$ cat config.mk
export PLATFORM = sky130hd
export DESIGN_NAME = bytecode_sequencer
export DESIGN_NICKNAME = d
export VERILOG_FILES = /design/src/rtl/bytecode_sequencer.sv
export SDC_FILE = /design/constraint.sdc
export NUM_CORES = 1
export LEC_CHECK = 0
export CORE_UTILIZATION = 25
export CTS_CLUSTER_DIAMETER = 150
export DETAILED_ROUTE_END_ITERATION = 16
export MAX_ROUTING_LAYER = met4
export SYNTH_ARGS = -nofsm -noshare
export SYNTH_HDL_FRONTEND = slang
export SYNTH_SLANG_ARGS = --single-unit
$ cat constraint.sdc
create_clock -name clk -period 4.1 [get_ports clk]
set_clock_uncertainty 0.1 [all_clocks]
set_input_delay 0.41 -clock clk [delete_from_list [all_inputs] [get_ports clk]]
set_output_delay 0.41 -clock clk [all_outputs]
set_load 0.01 [all_outputs]
$ cat src/rtl/bytecode_sequencer.sv
// Java bytecode fetch sequencer: reads opcode/operand bytes from a ROM and hands
// each decoded instruction to an ARM translator, halting on the return opcode.
module bytecode_sequencer #(
    parameter int          ADDR_W     = 10,
    parameter logic [7:0]  END_OPCODE = 8'hB1
) (
    input  logic              clk,
    input  logic              reset,
    input  logic              start,
    output logic              rom_en,
    output logic [ADDR_W-1:0] rom_addr,
    input  logic [7:0]        rom_data,
    output logic              tr_valid,
    input  logic              tr_ready,
    output logic [7:0]        tr_opcode,
    output logic [7:0]        tr_op1,
    output logic [7:0]        tr_op2,
    output logic [1:0]        tr_nops,
    input  logic              tr_done,
    output logic              busy,
    output logic              halted,
    output logic              err
);

    typedef enum logic [2:0] {
        S_IDLE, S_FETCH_OP, S_WAIT_OP, S_FETCH_OPND,
        S_WAIT_OPND, S_ISSUE, S_WAIT_DONE, S_HALT
    } state_t;

    localparam logic [ADDR_W:0] PC_ONE = {{ADDR_W{1'b0}}, 1'b1};

    function automatic logic [1:0] opnd_count(input logic [7:0] op);
        logic [1:0] n;
        case (op)
            8'h10, 8'h15, 8'h36: n = 2'd1;
            8'h11, 8'h84:        n = 2'd2;
            default:             n = (op >= 8'h99 && op <= 8'hA7) ? 2'd2 : 2'd0;
        endcase
        return n;
    endfunction

    state_t          r_state;
    state_t          w_next;
    // One extra pc bit records that the address space has been exhausted.
    logic [ADDR_W:0] r_pc;
    logic            r_opnd_idx;
    logic            r_err;
    logic [7:0]      r_opcode;
    logic [7:0]      r_op1;
    logic [7:0]      r_op2;
    logic [1:0]      r_nops;
    logic            w_wrapped;
    logic            w_fetch;

    assign w_wrapped = r_pc[ADDR_W];
    assign w_fetch   = (r_state == S_FETCH_OP) || (r_state == S_FETCH_OPND);

    // NOTE: reset lives inside the clocked block, so it is synchronous; all state uses <=.
    always_ff @(posedge clk) begin
        if (!reset) r_state <= S_IDLE;
        else        r_state <= w_next;
    end

    // NOTE: every output of this block gets a default first, so no latch can be inferred.
    always_comb begin
        w_next = r_state;
        case (r_state)
            S_IDLE, S_HALT: if (start) w_next = S_FETCH_OP;
            S_FETCH_OP:     w_next = w_wrapped ? S_HALT : S_WAIT_OP;
            S_WAIT_OP:      w_next = (opnd_count(rom_data) != 2'd0) ? S_FETCH_OPND : S_ISSUE;
            S_FETCH_OPND:   w_next = w_wrapped ? S_HALT : S_WAIT_OPND;
            S_WAIT_OPND:    w_next = (!r_opnd_idx && r_nops == 2'd2) ? S_FETCH_OPND : S_ISSUE;
            S_ISSUE:        if (tr_ready) w_next = S_WAIT_DONE;
            S_WAIT_DONE:    if (tr_done) w_next = (r_opcode == END_OPCODE) ? S_HALT : S_FETCH_OP;
            default:        w_next = S_IDLE;
        endcase
    end

    always_ff @(posedge clk) begin
        if (!reset) begin
            r_pc       <= '0;
            r_opnd_idx <= 1'b0;
            r_err      <= 1'b0;
            r_opcode   <= '0;
            r_op1      <= '0;
            r_op2      <= '0;
            r_nops     <= '0;
        end else begin
            case (r_state)
                S_IDLE, S_HALT: begin
                    if (start) begin
                        r_pc  <= '0;
                        r_err <= 1'b0;
                    end
                end
                S_FETCH_OP, S_FETCH_OPND: begin
                    if (w_wrapped) r_err <= 1'b1;
                    else           r_pc  <= r_pc + PC_ONE;
                end
                S_WAIT_OP: begin
                    r_opcode   <= rom_data;
                    r_op1      <= '0;
                    r_op2      <= '0;
                    r_nops     <= opnd_count(rom_data);
                    r_opnd_idx <= 1'b0;
                end
                S_WAIT_OPND: begin
                    if (!r_opnd_idx) r_op1 <= rom_data;
                    else             r_op2 <= rom_data;
                    r_opnd_idx <= 1'b1;
                end
                default: ;
            endcase
        end
    end

    assign rom_en    = w_fetch && !w_wrapped;
    assign rom_addr  = r_pc[ADDR_W-1:0];
    assign tr_valid  = (r_state == S_ISSUE);
    assign tr_opcode = r_opcode;
    assign tr_op1    = r_op1;
    assign tr_op2    = r_op2;
    assign tr_nops   = r_nops;
    assign busy      = (r_state != S_IDLE) && (r_state != S_HALT);
    assign halted    = (r_state == S_HALT);
    assign err       = r_err;

endmodule

* Yosys cells after proc, flatten, opt, wreduce, memory -nomap -nowiden
Cells that the tools add are included.
Storage, ports and cells: register bits after elaboration 42, latch bits 0, bits in writable memories 0, memory bits (read-only) 0, memories 0
Operators by class: add/sub/neg operators 1, multipliers 0, div/mod/pow operators 0, order comparisons 2, eq/ne operators 22, shift-type cells 0, mux-type cells 23, bitwise operators 0, reduce and logical (&&, ||, !) cells 22
Operators with widths (number):
- $pmux W8 S2 | 2
- $eq A8 B5 Y1 const B | 3
- $mux W11 | 2
- $pmux W11 S2 | 1
- $mux W3 | 7
- $pmux W3 S7 | 1
- $eq A8 B8 Y1 const B | 2
- $mux W8 | 2
- $eq A3 B3 Y1 const B | 4
- $ne A2 B2 Y1 const B | 6
- $add A11 B1 Y11 const B | 1
- $reduce_and A3 Y1 | 3
- $eq A8 B6 Y1 const B | 1
- $ge A8 B8 Y1 const B | 1
- $le A8 B8 Y1 const B | 1
- $eq A3 B2 Y1 const B | 2
- $mux W2 | 3
- $reduce_and A2 Y1 | 3
- $reduce_bool A2 Y1 | 3
- $reduce_or A2 Y1 | 3
- $logic_and A1 B1 Y1 | 4
- $pmux W1 S2 | 2
- $pmux W2 S2 | 1
- $eq A3 B1 Y1 const B | 1
- 9 further kinds | 11

* Longest topological paths before layout
depth in word-level cells 8, depth in mapped cells 7, depth with buffers taken out 5

* Worst setup path after synthesis
No wires, ideal clock.
path type input to register, start point input start, end point register r_pc[6], setup time 0.123 ns, arrival time 1.572 ns, data required time 3.877 ns, path slack 2.305 ns, stages 7, buffers on the path 2, cells stage by stage buf_4 > or3b_1 > a21o_1 > buf_6 > a211oi_2 > xnor2_1 > nor2_1
On the way: cells in the longest elaborated chain, start to end 2
RTL lines:
- from (decl) | RTL line 9 | input logic start,
- $ne A2 B2 Y1 (no line)
- $reduce_and A3 Y1 (no line)
- to (signal assigned) | RTL line 98 | else r_pc <= r_pc + PC_ONE;
- to (decl) | RTL line 45 | logic [ADDR_W:0] r_pc;
Every way passes these cells. A chain may end at the register's enable or synchronous reset.

* Worst setup path after layout
start point register r_state[0], end point output rom_en
On the way: cells in the longest elaborated chain, start to end 3, elaborated cells on any way between the ends 4
RTL lines:
- from (decl) | RTL line 42 | state_t r_state;
- from (signal assigned) | RTL line 61 | else r_state <= w_next;
- $eq A3 B1 Y1 / $eq A3 B2 Y1 (equally long branches) | RTL line 56 | assign w_fetch = (r_state == S_FETCH_OP) || (r_state == S_FETCH_OPND);
- $logic_or A1 B1 Y1 * | RTL line 56
- $logic_and A1 B1 Y1 * | RTL line 117 | assign rom_en = w_fetch && !w_wrapped;
- to (decl) | RTL line 10 | output logic rom_en,
Every way passes the cells marked *; elsewhere a longest branch is shown, timed or not.

==> key figures <==
Run status
  – Status: complete, no violations

Timing
  – Setup ws final: 1.46 ns
  – Fin crit period: 2.64 ns
  – Hold_ws: 0.373 ns
  – Slew margin rel.: 35.5%
  – Max-slew violations: 0
  – Final hold violations: 0
  – Achievable frequency: 0.379 GHz
  – Setup violations, final: 0
  – Setup TNS: 0 ns
  – Tcrit/Tclk final: 64.4%
  – RSZ-0062 raised after global routing: no
  – Worst-Margin Slew: 0.966 ns

CTS
  – CTS Buffer Depth: 2
  – Inserted Clock Buffers: 5
  – CTS tree: yes
  – Cts-stage hold buffer count: 0
  – Clock sink count: 42
  – # Post-CTS Setup Buffers: 0
  – Root buf cell: clkbuf_8
  – Htree depth: 2
  – Post-CTS sizing: 0
  – Clock Latency Late Sink: 0.29 ns
  – Clk slew on worst S/H paths: 0.08 ns

Routing
  – Remaining DRCs: 0
  – Post-Route WL: 5390 um
  – Wire per inst: 13.5 um
  – Initial DRC count: 93
  – Vias: 1953
  – Vias per cell: 4.88
  – DRT Pass-1 Iters: 4
  – Final ANT Viol Nets: 0

Synth
  – YS warnings: 0
  – Post-synthesis cell type count: 41
  – Syn_nets: 277
  – Post-synth EDFFs: 0
  – Post-Syn Area per Cell: 7.92 um^2
  – Top cell type's share of synthesized area: 40.4%
  – Post-synthesis sequential area ratio: 40.4%
  – Synth area leader: dfxtp_1
  – Mapped Area: 2080 um^2
  – Post-synth ARST share: 0%
  – Yosys reg bits: 42
  – Primary FF master, synth: dfxtp_1
  – Synth Instances: 263
  – Synth area leaders: dfxtp_1 40%, nor2_1 7.2%, nand2_1 5.9%

Setup path
  – Worst setup path end: rom_en
  – Worst reg2reg path depth: 3
  – RR Startpoint: r_state[0]
  – Crit path max fanout: 27
  – Worst Setup End Kind: output port
  – Setup crit start: r_state[0]
  – FF-to-FF setup slack: 1.82 ns
  – Crit Path Class: flip-flop to output port
  – CP required: 3.59 ns
  – Reg-to-reg endpoint: r_state[2]
  – Critical path arrival: 2.13 ns
  – CP Launch Type: flip-flop

Finish
  – Diodes inserted: 0
  – Area Growth Syn to Fin: 28.8%
  – Filler cells: 829
  – FF+latch area: 841 um^2
  – Final std cells w/o fill: 400
  – Layout cells sized above 1: 4.36%
  – Area of the multi-input gates: 1070 um^2
  – Final nets: 311

Placement
  – Pre-CTS setup slack: 1.65 ns
  – IO Port Bufs: 53
  – Placed Instances: 392
  – RePlAce Congestion: 0.770
  – Hpwl dp: 3790 um

Die
  – Core Area: 7890 um^2
  – Initial Util: 26.4%
  – # IOs: 54
  – Die W: 93.3 um
  – Row count: 32
  – Full die area: 8700 um^2
  – Die height: 93.3 um

Global routing
  – Largest net degree at the start of global routing: 32
  – Vias in the first global route: 1713
  – Total GRT Usage: 13.1%
  – First-pass GRT wire length: 8750 um
  – Grt total ovfl: 0
  – Initial antenna violation count: 0

Run
  – Maxcap violations: 0

Power and ir drop
  – Tot Pwr: 0.000814 W
  – Worst vdd ir: 97.0 uV
  – Leakage power: 0.849 nW
  – P per Cell Area: 303 nW/um^2

Worst hold path
  – Worst min path class: flip-flop to flip-flop
## cell type report
type | instances | area share (%)
timing repair buffer | 54 | 20.1
tap | 102 | 4.76
sequential | 42 | 31.3
inverter | 4 | 0.560
clock buffer | 6 | 3.08
clock inverter | 2 | 0.466
multi-input combinational | 190 | 39.7
## flip-flops by register name, summed over array words and instances (netlist names)
register,count
tr_opcode,8
tr_op2,8
err,1
r_opnd_idx,1
r_state,3
r_pc,11
tr_nops,2
tr_op1,8
## worst min path at each step
stage / depth (start not counted) / slack [ns] / start / to
after CTS: 2 / 0.38 / tr_opcode[0] / tr_opcode[0]
after floorplan: 2 / 0.39 / r_pc[10] / r_pc[10]
after detailed placement: 2 / 0.37 / tr_opcode[0] / tr_opcode[0]
after global placement: 2 / 0.36 / tr_opcode[5] / tr_opcode[5]
final: 2 / 0.37 / tr_opcode[0] / tr_opcode[0]
after global routing: 2 / 0.40 / tr_opcode[5] / tr_opcode[5]
## synthesized netlist by cell type, drive strengths merged, types with 3 or more instances
cell / n
dfxtp: 42
nor2: 40
nand2: 33
a21oi: 20
buf: 17
a22oi: 16
clkbuf: 10
nand3: 8
o21ai: 8
xnor2: 8
nor3: 6
nand2b: 5
inv: 4
nand4: 4
a211oi: 3
a21o: 3
a31oi: 3
and3: 3
nor4bb: 3
o211ai: 3
## critical path: stages, from the launching register on
cell and delay, ns:
dfxtp_1 0.86, nand2b_1 0.21, nor2_1 0.21, clkdlybuf4s50_1 0.57
## power by group
part	total [W]	internal [W]	switching, W
sequential	0.000431	0.000414	0.0000171
clock	0.000281	0.000136	0.000146
combinational	0.000101	0.0000441	0.0000570
total	0.000814	0.000594	0.000220
## per-stage QoR
step / utilization, % / cell area (um^2)
after floorplan: - / 2080
after global placement: 32.8 / 2590
after detailed placement: 32.8 / 2590
after CTS: 34.0 / 2680
after global routing: 34.0 / 2680
final: 34.0 / 2680
## cell families after synthesis
logic type | count (synthesis) | synth area share (%)
AO/OA/AOI/OAI | 65 | 20.8
XOR/XNOR | 8 | 3.36
adder cells (fa/ha/maj) | 1 | 0.601
buffers and inverters | 31 | 8.47
flip-flops | 42 | 40.4
multiplexers | 1 | 0.480
AND/OR/NAND/NOR | 115 | 25.9
## cells in the final DEF (no fill, tap or decap), drive strengths merged, types with 2 or more instances in the layout
cell and n:
nor4bb 3, a21o 3, clkdlybuf4s50 53, a211oi 3, nor2 40, nor4 2, a22o 2, inv 4
o22ai 2, nand2 33, nor2b 2, nand2b 5, a22oi 16, xnor2 8, o211ai 3, and3 3
clkbuf 6, nand3 8, nor3 6, a31oi 3, o21ai 8, and2 2, nand4 4, nor4b 2
dfxtp 42, a21oi 20
## routing by layer
| metal | part of all wire, % | global-route usage, % | wire length, um |
|---|---|---|---|
| met5 | 0 | - | 0 |
| met4 | 0.82 | 3.46 | 44 |
| met3 | 4.2 | 2.93 | 229 |
| met2 | 45 | 19.9 | 2450 |
| met1 | 49 | 17.5 | 2670 |
(Power assumes the default switching activity.)
==> edit, RTL diff (same settings) <==
Set the parameter `ADDR_W` to 8 (it was 10).
--- a/src/rtl/bytecode_sequencer.sv
+++ b/src/rtl/bytecode_sequencer.sv
@@ -1,7 +1,7 @@
 // Java bytecode fetch sequencer: reads opcode/operand bytes from a ROM and hands
 // each decoded instruction to an ARM translator, halting on the return opcode.
 module bytecode_sequencer #(
-    parameter int          ADDR_W     = 10,
+    parameter int          ADDR_W     = 8,
     parameter logic [7:0]  END_OPCODE = 8'hB1
 ) (
     input  logic              clk,
Interface: changed (resized rom_addr); port bits go from 54 to 52. No check against the original RTL was run, so the function may have changed too.
==> edit against the unedited design <==
- highest routed layer unchanged
- routed wire length decreased by 2.4%
- total power increased by 3.3%
- first-iteration DRC count decreased by 33%
- count of clock-buffer cells in the layout unchanged
- hold slack got worse by 16 ps
- design area increased by 0.28%
- fmax increased by 1.8%
- synthesized area about the same
- final cell count decreased by 2.5%
- non-clock buffer count decreased by 3
- die area about the same
- sequential share of layout area decreased by 1.6 points
- setup slack improved by 47 ps
- sequential cell count decreased by 2
==> edit: results (changes against the unedited design) <==
| Metric | Value |
|---|---|
| Post-Place Setup Slack | 1770 ps (was 1650 ps) |
| Complex-gate fraction of the synthesized area | 21.0% (was 20.8%) |
| Met2 wire len | 2200 um (was 2450 um) |
| Worst Hold Slack | 357 ps (was 373 ps) |
| Nets | 301 (was 311) |
| Placed Area | 0.00257 mm^2 (was 0.00259 mm^2) |
| Crit path max fanout | 15 (was 27) |
| Crit path arrival time | 2080 ps (was 2130 ps) |
| DRT met1 WL | 2680 um (was 2670 um) |
| Global Route met1 Usage | 18.3% (was 17.5%) |
| Share of cells above drive strength 1 | 7.29% (was 4.36%) |
| GRT Overall Usage | 13.5% (was 13.1%) |
| Avg Cell Area, Syn | 8.23 um^2 (was 7.92 um^2) |
| Reg area | 801 um^2 (was 841 um^2) |
| Post-synthesis sequential area ratio | 38.5% (was 40.4%) |
| Via density per instance | 4.78 (was 4.88) |
| Synth Net Count | 267 (was 277) |
| Worst r2r src | r_state[2] (was r_state[0]) |
| GPL Wtd Cong | 0.782 (was 0.770) |
| P_leak | 0.843 nW (was 0.849 nW) |
| Fin cells | 390 (was 400) |
| Non-clk buf share | 19.0% (was 20.1%) |
| Worst flop-to-flop path endpoint | tr_op1[4] (was r_state[2]) |
| Top area cells in the synthesized netlist | dfxtp_1, nand2_1, a21boi_1 (was dfxtp_1, nor2_1, nand2_1) |
| Post-synth top cells | nand2_1, dfxtp_1, nand3_1, nor2_1, a21boi_1 (was dfxtp_1, nor2_1, nand2_1, a21oi_1, a22oi_1) |
| Yosys cell types | 48 (was 41) |
| Yosys reg bits | 40 (was 42) |
| Vias in the first global route | 1784 (was 1713) |
| Outcome | finished clean (unchanged) |
| Grt met3 use | 3.98% (was 2.93%) |
| Hold path endpoint | tr_op2[7] (was tr_opcode[0]) |
| Proportion of synthesized area in mux cells | 0% (was 0.480%) |
edit: cell types whose count changed in the layout (fill, tap and decap cells not counted), moves of 3 or more:
cell,unedited run,this run
nor2_1,40,17
a21boi_1,1,16
a22oi_1,16,1
a21oi_1,20,6
nand2_1,33,43
nand3_1,8,18
a21boi_0,0,9
a211oi_1,0,7
o21ai_0,8,1
a21o_1,3,0
inv_1,4,7
nor3_1,6,3
nor3_2,0,3
edit: worst max path at each step:
stage | endpoint | slack (ps) | depth (start not counted)
final | rom_en | 1510 | 3
after global routing | rom_en | 1360 | 3
after floorplan | r_state[1] | 2490 | 6
after CTS | rom_en | 1490 | 3
after detailed placement | r_state[1] | 1770 | 6
after global placement | r_state[1] | 1780 | 6
edit: worst reg2reg max path, delay by kind of cell, from the launching register on:
kind	cells	cell delay (ps)
flops	1	620
compound gates	1	130
simple gates	3	1420
edit: power breakdown:
group,switching (mW),internal (mW)
Combinational,0.0471,0.0406
Sequential,0.00991,0.393
Clock,0.150,0.199
